File: src/rtl/uart_tx_engine.sv
// Buffered UART transmitter: valid/ready byte intake into a small FIFO, then
// start / 8 data (LSB first) / optional parity / 1-2 stop bits on RXD.
module uart_tx_engine #(
  parameter int unsigned CLOCK_HZ   = 100000000,
  parameter int unsigned BAUD       = 9600,
  parameter int unsigned PARITY     = 0,
  parameter int unsigned STOP_BITS  = 1,
  parameter int unsigned FIFO_DEPTH = 8
) (
  input  logic       Clock_100MHz,
  input  logic       Reset_n,
  input  logic [7:0] Tx_Data,
  input  logic       Tx_Valid,
  output logic       Tx_Ready,
  output logic       RXD,
  output logic       Busy,
  output logic       Tx_Done,
  output logic [4:0] Fifo_Count
);

  localparam int unsigned DIV = CLOCK_HZ / BAUD;
  localparam int unsigned CW  = (DIV > 2) ? $clog2(DIV) : 1;
  localparam int unsigned AW  = $clog2(FIFO_DEPTH);

  localparam logic [CW-1:0] CNT_LAST  = CW'(DIV - 1);
  localparam logic [2:0]    STOP_LAST = 3'(STOP_BITS - 1);
  localparam logic [4:0]    DEPTH_C   = 5'(FIFO_DEPTH);

  typedef enum logic [2:0] {
    S_IDLE,
    S_START,
    S_DATA,
    S_PARITY,
    S_STOP
  } state_t;

  state_t        state_q, state_d;
  logic [CW-1:0] cnt_q, cnt_d;
  logic [2:0]    bit_q, bit_d;
  logic [7:0]    shift_q, shift_d;
  logic          par_q, par_d;
  logic          rxd_q, rxd_d;
  logic          done_q, done_d;
  logic          busy_q, busy_d;
  logic          ready_q, ready_d;
  logic [AW-1:0] wr_ptr_q, wr_ptr_d;
  logic [AW-1:0] rd_ptr_q, rd_ptr_d;
  logic [4:0]    count_q, count_d;
  logic [7:0]    mem_q [FIFO_DEPTH];

  logic       push;
  logic       pop;
  logic       bit_end;
  logic [7:0] head;

  assign push    = Tx_Valid && ready_q;
  assign bit_end = (cnt_q == CNT_LAST);
  assign head    = mem_q[rd_ptr_q];

  // Next-state, FIFO bookkeeping and registered-output values
  always_comb begin
    state_d  = state_q;
    cnt_d    = cnt_q;
    bit_d    = bit_q;
    shift_d  = shift_q;
    par_d    = par_q;
    pop      = 1'b0;
    rxd_d    = 1'b1;
    done_d   = 1'b0;
    busy_d   = 1'b0;
    ready_d  = 1'b0;
    wr_ptr_d = wr_ptr_q;
    rd_ptr_d = rd_ptr_q;
    count_d  = count_q;

    case (state_q)
      S_IDLE: begin
        if (count_q != '0) pop = 1'b1;
      end
      S_START: begin
        if (bit_end) begin
          cnt_d   = '0;
          bit_d   = '0;
          state_d = S_DATA;
        end else begin
          cnt_d = cnt_q + CW'(1);
        end
      end
      S_DATA: begin
        if (bit_end) begin
          cnt_d   = '0;
          shift_d = {1'b0, shift_q[7:1]};
          if (bit_q == 3'd7) begin
            bit_d   = '0;
            state_d = (PARITY != 0) ? S_PARITY : S_STOP;
          end else begin
            bit_d = bit_q + 3'd1;
          end
        end else begin
          cnt_d = cnt_q + CW'(1);
        end
      end
      S_PARITY: begin
        if (bit_end) begin
          cnt_d   = '0;
          bit_d   = '0;
          state_d = S_STOP;
        end else begin
          cnt_d = cnt_q + CW'(1);
        end
      end
      S_STOP: begin
        if (bit_end) begin
          cnt_d = '0;
          if (bit_q == STOP_LAST) begin
            bit_d   = '0;
            state_d = S_IDLE;
            if (count_q != '0) pop = 1'b1;
          end else begin
            bit_d = bit_q + 3'd1;
          end
        end else begin
          cnt_d = cnt_q + CW'(1);
        end
      end
      default: state_d = S_IDLE;
    endcase

    // Loading a new byte restarts bit timing; back-to-back frames skip IDLE
    if (pop) begin
      shift_d  = head;
      par_d    = ^head;
      cnt_d    = '0;
      bit_d    = '0;
      state_d  = S_START;
      rd_ptr_d = rd_ptr_q + AW'(1);
    end

    if (push) wr_ptr_d = wr_ptr_q + AW'(1);
    count_d = count_q + 5'(push) - 5'(pop);

    case (state_d)
      S_START:  rxd_d = 1'b0;
      S_DATA:   rxd_d = shift_d[0];
      S_PARITY: rxd_d = (PARITY == 1) ? ~par_d : par_d;
      default:  rxd_d = 1'b1;
    endcase

    done_d  = (state_d == S_STOP) && (cnt_d == CNT_LAST) && (bit_d == STOP_LAST);
    busy_d  = (state_d != S_IDLE) || (count_d != '0);
    ready_d = (count_d < DEPTH_C);
  end

  always_ff @(posedge Clock_100MHz) begin
    if (!Reset_n) begin
      state_q  <= S_IDLE;
      cnt_q    <= '0;
      bit_q    <= '0;
      shift_q  <= '0;
      par_q    <= 1'b0;
      rxd_q    <= 1'b1;
      done_q   <= 1'b0;
      busy_q   <= 1'b0;
      ready_q  <= 1'b0;
      wr_ptr_q <= '0;
      rd_ptr_q <= '0;
      count_q  <= '0;
    end else begin
      state_q  <= state_d;
      cnt_q    <= cnt_d;
      bit_q    <= bit_d;
      shift_q  <= shift_d;
      par_q    <= par_d;
      rxd_q    <= rxd_d;
      done_q   <= done_d;
      busy_q   <= busy_d;
      ready_q  <= ready_d;
      wr_ptr_q <= wr_ptr_d;
      rd_ptr_q <= rd_ptr_d;
      count_q  <= count_d;
    end
  end

  // Storage needs no reset; writes are blocked while Reset_n is low
  always_ff @(posedge Clock_100MHz) begin
    if (Reset_n && push) mem_q[wr_ptr_q] <= Tx_Data;
  end

  assign Tx_Ready   = ready_q;
  assign RXD        = rxd_q;
  assign Busy       = busy_q;
  assign Tx_Done    = done_q;
  assign Fifo_Count = count_q;

endmodule

File: config.mk
export PLATFORM = sky130hd
export DESIGN_NAME = uart_tx_engine
export DESIGN_NICKNAME = d
export VERILOG_FILES = /design/src/rtl/uart_tx_engine.sv
export SDC_FILE = /design/constraint.sdc
export NUM_CORES = 1
export LEC_CHECK = 0
export ABC_AREA = 1
export BUFFER_PORTS_ARGS = -buffer_cell sky130_fd_sc_hd__buf_2
export CORE_MARGIN = 3
export CORE_UTILIZATION = 56
export DETAILED_ROUTE_END_ITERATION = 10
export PLACE_DENSITY_LB_ADDON = 0.2
export SLEW_MARGIN = 20
export SYNTH_ARGS = -nofsm -noshare
export SYNTH_HDL_FRONTEND = slang
export SYNTH_SLANG_ARGS = --single-unit
File: constraint.sdc
create_clock -name Clock_100MHz -period 6.3 [get_ports Clock_100MHz]
set_clock_uncertainty 0.1 [all_clocks]
set_input_delay 0.315 -clock Clock_100MHz [delete_from_list [all_inputs] [get_ports Clock_100MHz]]
set_output_delay 0.315 -clock Clock_100MHz [all_outputs]
set_load 0.005 [all_outputs]
# After elaboration in Yosys (flattened, before gate mapping)
# Memory sizes are Yosys's and may differ from the RTL's. A register that Yosys moved wholly into a read port is not among the register bits.
# Index checks and enable logic that the tools add are counted.
[totals]
register_bits = 44
ramBits = 64
input_bits = 11
output_inout_bits = 9
n_memories = 1
[op_classes]
n_addsub = 6
magnitude_cmp = 1
eq_ne = 11
mux = 31
n_reduce_logical = 17
[mem_list]
columns = ["name", "depth", "width", "read_ports", "rd_ports_with_merged_regs", "wr", "line", "source"]
rows = [
  ["mem_q", 8, 8, 1, 1, 1, "49", "logic [7:0] mem_q [FIFO_DEPTH];"],
]
[ops]
columns = ["operator", "n"]
rows = [
  ["3-bit two-way mux", 15],
  ["14-bit two-way mux", 3],
  ["14-bit == test (second input constant)", 2],
  ["8-bit two-way mux", 3],
  ["3-bit case mux with 5 select lines", 1],
  ["14-bit by 1-bit adder with 14-bit output (second input constant)", 1],
  ["3-bit by 2-bit == test with 1-bit output (second input constant)", 4],
  ["5-bit nonzero test", 2],
  ["3-bit by 1-bit adder with 3-bit output (second input constant)", 3],
  ["3-bit == test (second input constant)", 3],
  ["3-bit zero test", 3],
  ["3-bit case mux with 3 select lines", 1],
  ["8-bit XOR reduction", 1],
  ["3-bit by 1-bit == test with 1-bit output (second input constant)", 2],
  ["1-bit two-way mux", 6],
  ["5-bit by 1-bit adder with 5-bit output", 1],
  ["5-bit by 4-bit less-than comparator with 1-bit output (second input constant)", 1],
  ["5-bit by 1-bit subtractor with 5-bit output", 1],
  ["1-bit logical AND", 4],
  ["2-bit nonzero test", 2],
  ["4-bit OR reduction", 1],
  ["1-bit case mux with 3 select lines", 1],
  ["3-bit nonzero test", 1],
  ["1-bit case mux with 2 select lines", 1],
  ["3 further kinds", 3],
]

# Longest topological paths before layout
# Gate-level depths: netlist of run 1.
[depth]
ltp_word = 9
mapped_depth = 19
depth_no_buf = 19

# Worst setup path before layout of run 1
# Ideal clock, no wire load.
[synth_timing]
kind = "reg-to-reg"
startpoint = "register cnt_q[0]"
endpoint = "register busy_q (netlist: Busy)"
setup_ns = 0.128
t_arrival_ns = 2.611
t_required_ns = 6.072
setup_slack_ns = 3.461
stages_incl_launch_ff = 20
path_buffers = 0
period_less_slack_ns = 2.839
path_cell_list = "dfxtp_1 > ha_1 > nand2_2 > nor2_4 > nand2_1 > nor2_2 > nand4_2 > nand2_2 > inv_2 > nand2_1 > nand2_1 > ha_1 > fa_1 > a21oi_1 > o21bai_1 > xor2_1 > inv_1 > nand4_1 > nor3_1 > nor2_1"
[synth_via]
elab_chain_cells = 6
[synth_rtl]
columns = ["item", "line", "source"]
rows = [
  ["from (decl)", "38", "logic [CW-1:0] cnt_q, cnt_d;"],
  ["from (signal assigned)", "170", "cnt_q <= cnt_d;"],
  ["14-bit == test (*)", "57", "assign bit_end = (cnt_q == CNT_LAST);"],
  ["1-bit two-way mux (tied with other cells)", "113", "if (bit_end) begin"],
  ["1-bit case mux with 2 select lines or 3-bit case mux with 5 select lines (tied branches)", "76", "case (state_q)"],
  ["5-bit by 1-bit subtractor with 5-bit output or 3-bit two-way mux (tied branches)", "140, 130", ""],
  ["5-bit nonzero test or 3-bit nonzero test (tied branches)", "150", "busy_d = (state_d != S_IDLE) || (count_d != '0);"],
  ["1-bit logical OR (*)", "150", ""],
  ["to (signal assigned)", "176", "busy_q <= busy_d;"],
  ["to (decl)", "44", "logic busy_q, busy_d;"],
]
# Mark *: on every way between the ends. The rest lies on a longest branch, timed or not.
# A chain may end at the register's enable or synchronous reset.

# Worst setup path after layout of run 1
# Ends and elaborated chain as after synthesis.

==> results of run 1 <==
## synthesized netlist by cell type, types with 3 or more instances
| cell | n | area (µm²) |
|---|---|---|
| nor2_4 | 4 | 45.04 |
| nor3_1 | 18 | 90.09 |
| or2_2 | 4 | 25.02 |
| buf_4 | 6 | 45.04 |
| nand4_1 | 9 | 56.30 |
| xor2_1 | 9 | 78.83 |
| nand2_2 | 3 | 18.77 |
| ha_1 | 11 | 137.6 |
| nor2_1 | 64 | 240.2 |
| nor2_2 | 3 | 18.77 |
| a21oi_1 | 11 | 55.05 |
| buf_2 | 6 | 30.03 |
| nand3_1 | 50 | 250.2 |
| nand2_1 | 251 | 942.2 |
| o21ai_1 | 5 | 25.02 |
| inv_2 | 7 | 26.28 |
| edfxtp_1 | 64 | 1922 |
| dfxtp_1 | 47 | 940.9 |
| inv_1 | 90 | 337.8 |
| clkbuf_1 | 5 | 18.77 |
| o21ai_0 | 9 | 45.04 |
| a31oi_1 | 6 | 37.54 |
| nand3_2 | 4 | 40.04 |
## worst min path at each step
stage                                         end  cells past startpoint
after global placement    shift_q[7]$_SDFFE_PN0P_                      2
after floorplan             mem_q[0][0]$_DFFE_PP_                      0
after CTS                   mem_q[3][5]$_DFFE_PP_                      1
after global routing        mem_q[1][1]$_DFFE_PP_                      1
final                       mem_q[3][5]$_DFFE_PP_                      1
after detailed placement  shift_q[7]$_SDFFE_PN0P_                      2
## flip-flops by register name (all words and copies together) (netlist names), 3 cells and up, named ones only
signal      count
Fifo_Count      5
bit_q           3
cnt_q          14
mem_q          64
rd_ptr_q        3
shift_q         8
state_q         3
wr_ptr_q        3
## metal layers
layer  routed length (µm)  part of all wire, %  GRT usage, %  vias to the layer above
li1                     -                    -             -                     2269
met1                 5258                   47         29.06                     1995
met2                 5263                   47         33.76                      108
met3                  549                  4.9         2.672                       25
met4                  225                  2.0         7.493                        0
met5                    0                    0             0                        -
## layout by cell type (no fill, tap or decap), types with 2 or more instances in the layout
master and n:
nand3_4 2, nor2_2 3, nand4_1 9, a21oi_1 11, a31oi_1 6, edfxtp_1 64
dfxtp_1 47, nand3_1 50, buf_2 19, clkbuf_8 9, ha_1 11, nand2_2 3
nand2_1 251, nor3_1 15, inv_6 3, xor2_1 9, o21ai_0 9, nand3_2 4
o21ai_1 5, nand3b_1 2, nor2_1 64, nor2_4 4, inv_1 90, xnor2_1 2
buf_4 2, inv_2 7, nor3_2 4, or2_2 4, clkinvlp_4 2, o21a_1 2
## cell type report
| type | instances | area, µm² |
|---|---|---|
| inverter | 98 | 367.9 |
| clock inverter | 7 | 80.08 |
| sequential | 111 | 2863 |
| multi-input combinational | 479 | 2298 |
| tap | 129 | 161.4 |
| timing repair buffer | 21 | 110.1 |
| clock buffer | 9 | 123.9 |
| fill | 823 | 3498 |
## cells by family (layout without fill, tap and decap cells)
family	after synthesis	in the layout	synth area share, %
simple gates	420	420	32.60
buf+inv	116	135	8.294
flops	111	111	51.01
compound gates	36	36	3.567
fa+ha+maj	12	12	2.809
xor+xnor	11	11	1.717
## where the power goes
part | total (W) | leakage, nW | switching, W | internal [W]
clock network | 0.000443 | 0.0968 | 0.000254 | 0.000189
logic | 0.000960 | 1.63 | 0.000645 | 0.000315
registers | 0.000908 | 0.960 | 0.0000692 | 0.000838
total | 0.00231 | 2.69 | 0.000968 | 0.00134
## worst max-delay path, stage by stage (launching register included)
cell,delay (ps)
dfxtp_1,380
ha_1,220
nand2_2,100
nor2_4,120
nand2_1,70
nor2_2,180
nand4_2,120
nand2_2,360
inv_2,160
nand2_1,100
nand2_1,60
ha_1,210
fa_1,410
a21oi_1,170
o21bai_1,90
xor2_1,160
inv_1,80
nand4_1,80
nor3_1,180
nor2_1,50
## metrics by stage
stage / total power (W) / std cells
finish: 0.002310 / 854
global route: 0.002492 / 854
CTS: 0.002310 / 854
detailed placement: 0.001876 / 838
global placement: 0.001829 / 838
floorplan: 0.001669 / 706
==> metrics.md, run 1 <==
| Metric | Value |
|---|---|
| Worst Reg-to-Reg Cells | 19 |
| RSZ-0062 raised after global routing | no |
| CP Class | reg -> reg |
| Period utilization | between 50 and 60% |
| CTS max path bufs | 2 |
| Cells after Synth | ~700 |
| Post-Route WL | ~11000 µm |
| Setup bufs post-CTS | 0 |
| Relative slew margins | 29.64% |
| Clock Latency Late Sink | 380 ps |
| WHS | ~98 ps |
| Seq/Total Area, Yosys | around half |
| Maximum VDD drop | 0.2565 mV |
| CTS tree | done |
| Post-DP Area | 5801 µm² |
| Post-CTS sizing | 0 |
| Syn_nets | between 700 and 800 |
| Worst reg2reg path startpoint | cnt_q[0]$_SDFF_PN0_ |
| Routability cong. | 0.9272 |
| Vias in the first global route | 4085 |
| Hold-fix buffers, CTS | 0 |
| Vias | ~4.4k |
| Gr usage total | 20.90% |
| Fin Setup TNS | 0 ps |
| Arr. time, crit path | 3670 ps |
| Ys async rst share | 0% |
| I/O pin total | 20 |
| Worst setup SP type | flop |
| Top_reg_cell synth | edfxtp_1 |
| Worst setup margin | around 2800 ps |
| Final worst path period need | 3516 ps |
| Power per cell area | 384.8 nW/µm² |
| Die X | about 110 µm |
| Reg2reg setup slack | 2780 ps |
| Util after Layout | 63.19% |
| Starting Density | 59.05% |
| Antenna cell count | 0 |
| 1st-pass router iterations | 5 |
| Max Transition Viols Final | 0 |
| FP Rows | 35 |
| Worst-path clk slew | 120 ps |
| Worst EP required | 6450 ps |
| EDFF count, synth | 64 |
| Worst slack, placed | 2825 ps |
| Crit Path Max Fanout | 24 |
| CP endpoint | Busy$_SDFF_PN0_ |
| Syn_area_per_cell | between 7 and 8 µm² |
| Die area | 11260 µm² |
| Leakage | 2.687 nW |
| Mapped Area | between 5000 and 6000 µm² |
| H-Tree Depth | 3 |
| Finish-stage setup viols | 0 |
| Number of remaining DRC errors | 0 |
| Status | complete, no violations |
| Max Cap Viol | 0 |
| Post-synth cell types | 39 |
| Core Box Area | 9503 µm² |
| Sink Count | 111 |
| Initial antenna violation count | 0 |
| Grt ovf | 0 |
| Root Buffer | clkbuf_8 |
| Vias per cell | 5.149 |
| Pin count of the biggest net entering global routing | 39 |
| ANT nets after route | 0 |
| Hold_sp | Tx_Data[5] |
| CTS buffer count | 9 |
| Min-Delay Path Class | in -> reg |
| YS warnings | 0 |
| Fmax | 284.4 MHz |
| Hold Fails Final Rpt | 0 |
| Global-route wire length before repair | 18800 µm |
| Nets | between 700 and 800 |
| Critical Path Sink Type | flop |
| Worst flop-to-flop path endpoint | Busy$_SDFF_PN0_ |
| Yosys reg bits | 111 |
| Number of port buffers | 19 |
| Wire per inst | 13.23 µm |
| Layout cell share with drive strength beyond 1 | 9.793% |
| DR iter-0 viols | 227 |
| Worst-Margin Slew | between 1000 and 1500 ps |
| Die Ht | ~110 µm |
| Area Overhead vs Synth | 7.001% |
| Worst Setup SP | cnt_q[0]$_SDFF_PN0_ |
| Fin area | about 6000 µm² |
| Post-DP HPWL | 7937 µm |
No activity file was read; power rests on OpenSTA's default activity.
==> run 2: changes to the inputs <==
==> constraint.sdc (replaced) <==
create_clock -name Clock_100MHz -period 3.15 [get_ports Clock_100MHz]
set_clock_uncertainty 0.1 [all_clocks]
set_input_delay 0.1575 -clock Clock_100MHz [delete_from_list [all_inputs] [get_ports Clock_100MHz]]
set_output_delay 0.1575 -clock Clock_100MHz [all_outputs]
set_load 0.005 [all_outputs]
==> run 2 against run 1 <==
Net effect:
- combinational power increased by 110%
- final cell count rose by 2.6%
- die area unchanged
- highest routed layer unchanged
==> metrics.md, run 2 (same netlist as run 1, synthesis figures left out) <==
| Metric | Value |
|---|---|
| Largest register by flop count | mem_q |
| Post-DP HPWL | 8056 µm (+1.5%) |
| Global-route wire length before repair | 19750 µm (+5.1%) |
| Finish-stage setup viols | 0 (unchanged) |
| ANT nets after route | 0 (unchanged) |
| Grt ovf | 0 (unchanged) |
| CTS buffer count | 9 (unchanged) |
| I/O pin total | 20 (unchanged) |
| Power per cell area | 744.9 nW/µm² (+94%) |
| Max reg flops | 64 (unchanged) |
| Min-Delay Path Class | in -> reg |
| Antenna cell count | 0 (unchanged) |
| CTS tree | done |
| Die X | 106.1 µm (unchanged) |
| Arr. time, crit path | 3100 ps (-570 ps) |
| Crit Path Max Fanout | 4 (-83%) |
| Most common cell after layout, fill and taps aside | nand2_1 |
| Relative slew margins | 42.48% (+13 points) |
| Fin Setup TNS | 0 ps (unchanged) |
| CP Class | reg -> reg |
| Cell mode on critical path | nand2_1 |
| Vias per cell | 5.065 (-1.6%) |
| Root Buffer | clkbuf_8 |
| H-Tree Depth | 3 (unchanged) |
| Leakage | 2.781 nW (+3.5%) |
| Pin count of the biggest net entering global routing | 29 (-26%) |
| Worst EP required | 3320 ps (-3130 ps) |
| Final worst path period need | 2928 ps (-587.8 ps) |
| Nets | 765 (+3.0%) |
| Gr usage total | 21.90% (+1.0 points) |
| Starting Density | 59.05% (unchanged) |
| Sink Count | 111 (unchanged) |
| Fmax | 341.5 MHz (+20%) |
| Max Cap Viol | 0 (unchanged) |
| Filler Cell Count | 806 (-2.1%) |
| Top Registers | mem_q x64, cnt_q x14, shift_q x8 |
| Die Ht | 106.1 µm (unchanged) |
| M1 wire length | 5377 µm (+2.3%) |
| Maximum VDD drop | 0.4851 mV (+89%) |
| Worst-Margin Slew | 859.7 ps (-190.1 ps) |
| Commonest non-fill, non-tap cells in the layout | 250 x nand2_1, 90 x inv_1, 64 x nor2_1, 64 x edfxtp_1, 50 x nand3_1 |
| Worst setup SP type | flop |
| Core Box Area | 9503 µm² (unchanged) |
| Top delay family on crit path | simple AND/OR/NAND/NOR gates |
| Clock Latency Late Sink | 370 ps (about the same) |
| Number of remaining DRC errors | 0 (unchanged) |
| DR WL met2 | 5537 µm (+5.2%) |
| Status | complete, no violations |
| CP bufs+invs | 2 (unchanged) |
| Met3 wire len | 567 µm (+3.3%) |
| Hold Fails Final Rpt | 0 (unchanged) |
| Period utilization | 92.96% (+37 points) |
| Slowest stage delay, CP | 370 ps (-40 ps) |
| Max Transition Viols Final | 0 (unchanged) |
| Routability cong. | 0.9459 (+2.0%) |
| DR iter-0 viols | 242 (+6.6%) |
| Post-Route WL | 11610 µm (+2.7%) |
| Initial antenna violation count | 0 (unchanged) |
| Area Overhead vs Synth | 9.922% |
| Critical Path Sink Type | flop |
| Layout cell share with drive strength beyond 1 | 11.24% (+1.5 points) |
| Wire per inst | 13.25 µm (+0.16%) |
| FP Rows | 35 (unchanged) |
| Vias in the first global route | 4221 (+3.3%) |
| Number of port buffers | 19 (unchanged) |
| CTS max path bufs | 2 (unchanged) |
| Highest-delay cell along the critical path | dfxtp_2 |
| Highest routed layer | met4 |
| 1st-pass router iterations | 5 (unchanged) |
| Vias | 4437 (+0.91%) |
| Util after Layout | 64.91% (+1.7 points) |
| Worst-path clk slew | 110 ps (about the same) |
| Die area | 11260 µm² (unchanged) |
| Cells along the critical path | ha_2 > nand2_2 > nor2_4 > nand2_1 > nor2_4 > nand4_2 > nand2_2 > inv_2 > nand2_1 > nand2_1 > ha_1 > fa_2 > a21oi_1 > o21bai_1 > xor2_1 > inv_1 > nand4_1 > nor3_1 > nor2_1 |
run 2: cell types whose count changed in the layout (fill, tap and decap cells not counted), sizes merged:
cell | before | now
clkinv | 2 | 5
clkinvlp | 2 | 0
buf | 21 | 34
dlygate4sd3 | 0 | 9
bufinv | 1 | 0
run 2: layer usage:
metal | vias up | track usage [%]
met3 | 14 | 3.764
li1 | 2313 | -
met1 | 2003 | 30.29
met4 | 0 | 5.458
met5 | - | 0
met2 | 107 | 36.02
run 2: worst reg2reg max path: stages (launching register included):
cell	delay, ps
dfxtp_2	370
ha_2	200
nand2_2	80
nor2_4	120
nand2_1	110
nor2_4	160
nand4_2	110
nand2_2	110
inv_2	40
nand2_1	50
nand2_1	50
ha_1	210
fa_2	360
a21oi_1	160
o21bai_1	90
xor2_1	160
inv_1	80
nand4_1	80
nor3_1	150
nor2_1	50
run 2: final cells by class:
class                   count  area [µm²]  share of cell area [%]
inverters                  98       367.9                   5.963
repair buffers             43       297.8                   4.828
multi-input cells         479        2296                   37.22
clock buffers               9       123.9                   2.008
well taps                 129       161.4                   2.617
flip-flops and latches    111        2865                   46.45
clock inverters             7       56.30                  0.9128
run 2: worst paths after layout:
check | start | end | slack (ps) | depth (start not counted)
setup / recovery | cnt_q[0]$_SDFF_PN0_ | Busy$_SDFF_PN0_ | 220 | 19
hold / removal | Tx_Valid | wr_ptr_q[1]$_SDFFE_PN0P_ | 80 | 3
setup reg to reg | cnt_q[0]$_SDFF_PN0_ | Busy$_SDFF_PN0_ | 220 | 19
hold reg to reg | shift_q[7]$_SDFFE_PN0P_ | shift_q[7]$_SDFFE_PN0P_ | 370 | 2
run 2: power breakdown:
group	internal, W	total [W]	switching [W]
Combinational	0.000683	0.00201	0.00133
Sequential	0.00168	0.00178	0.000105
Clock	0.000300	0.000802	0.000502
Total	0.00266	0.00460	0.00193
run 2: metrics by stage:
step	total power, W	hold slack [ps]	instances	worst slack, ps	instance area (µm²)
finish	0.004595	83.73	876	221.7	6168
CTS	0.004602	63.49	875	52.40	6146
floorplan	0.003337	156.4	706	311.1	5612
global route	0.005003	99.59	876	-26.85	6168
global placement	0.003729	319.7	850	203.8	5876
detailed placement	0.003797	332.7	850	59.02	5876
run 2: what timing repair did:
| action | 4_1_cts | 5_1_grt |
|---|---|---|
| hold buffers | 9 | 0 |
| setup buffers | 0 | 1 |
| hold endpoints to repair | 69 | 0 |
| resized for setup | 0 | 6 |
| setup endpoints to repair | 0 | 1 |
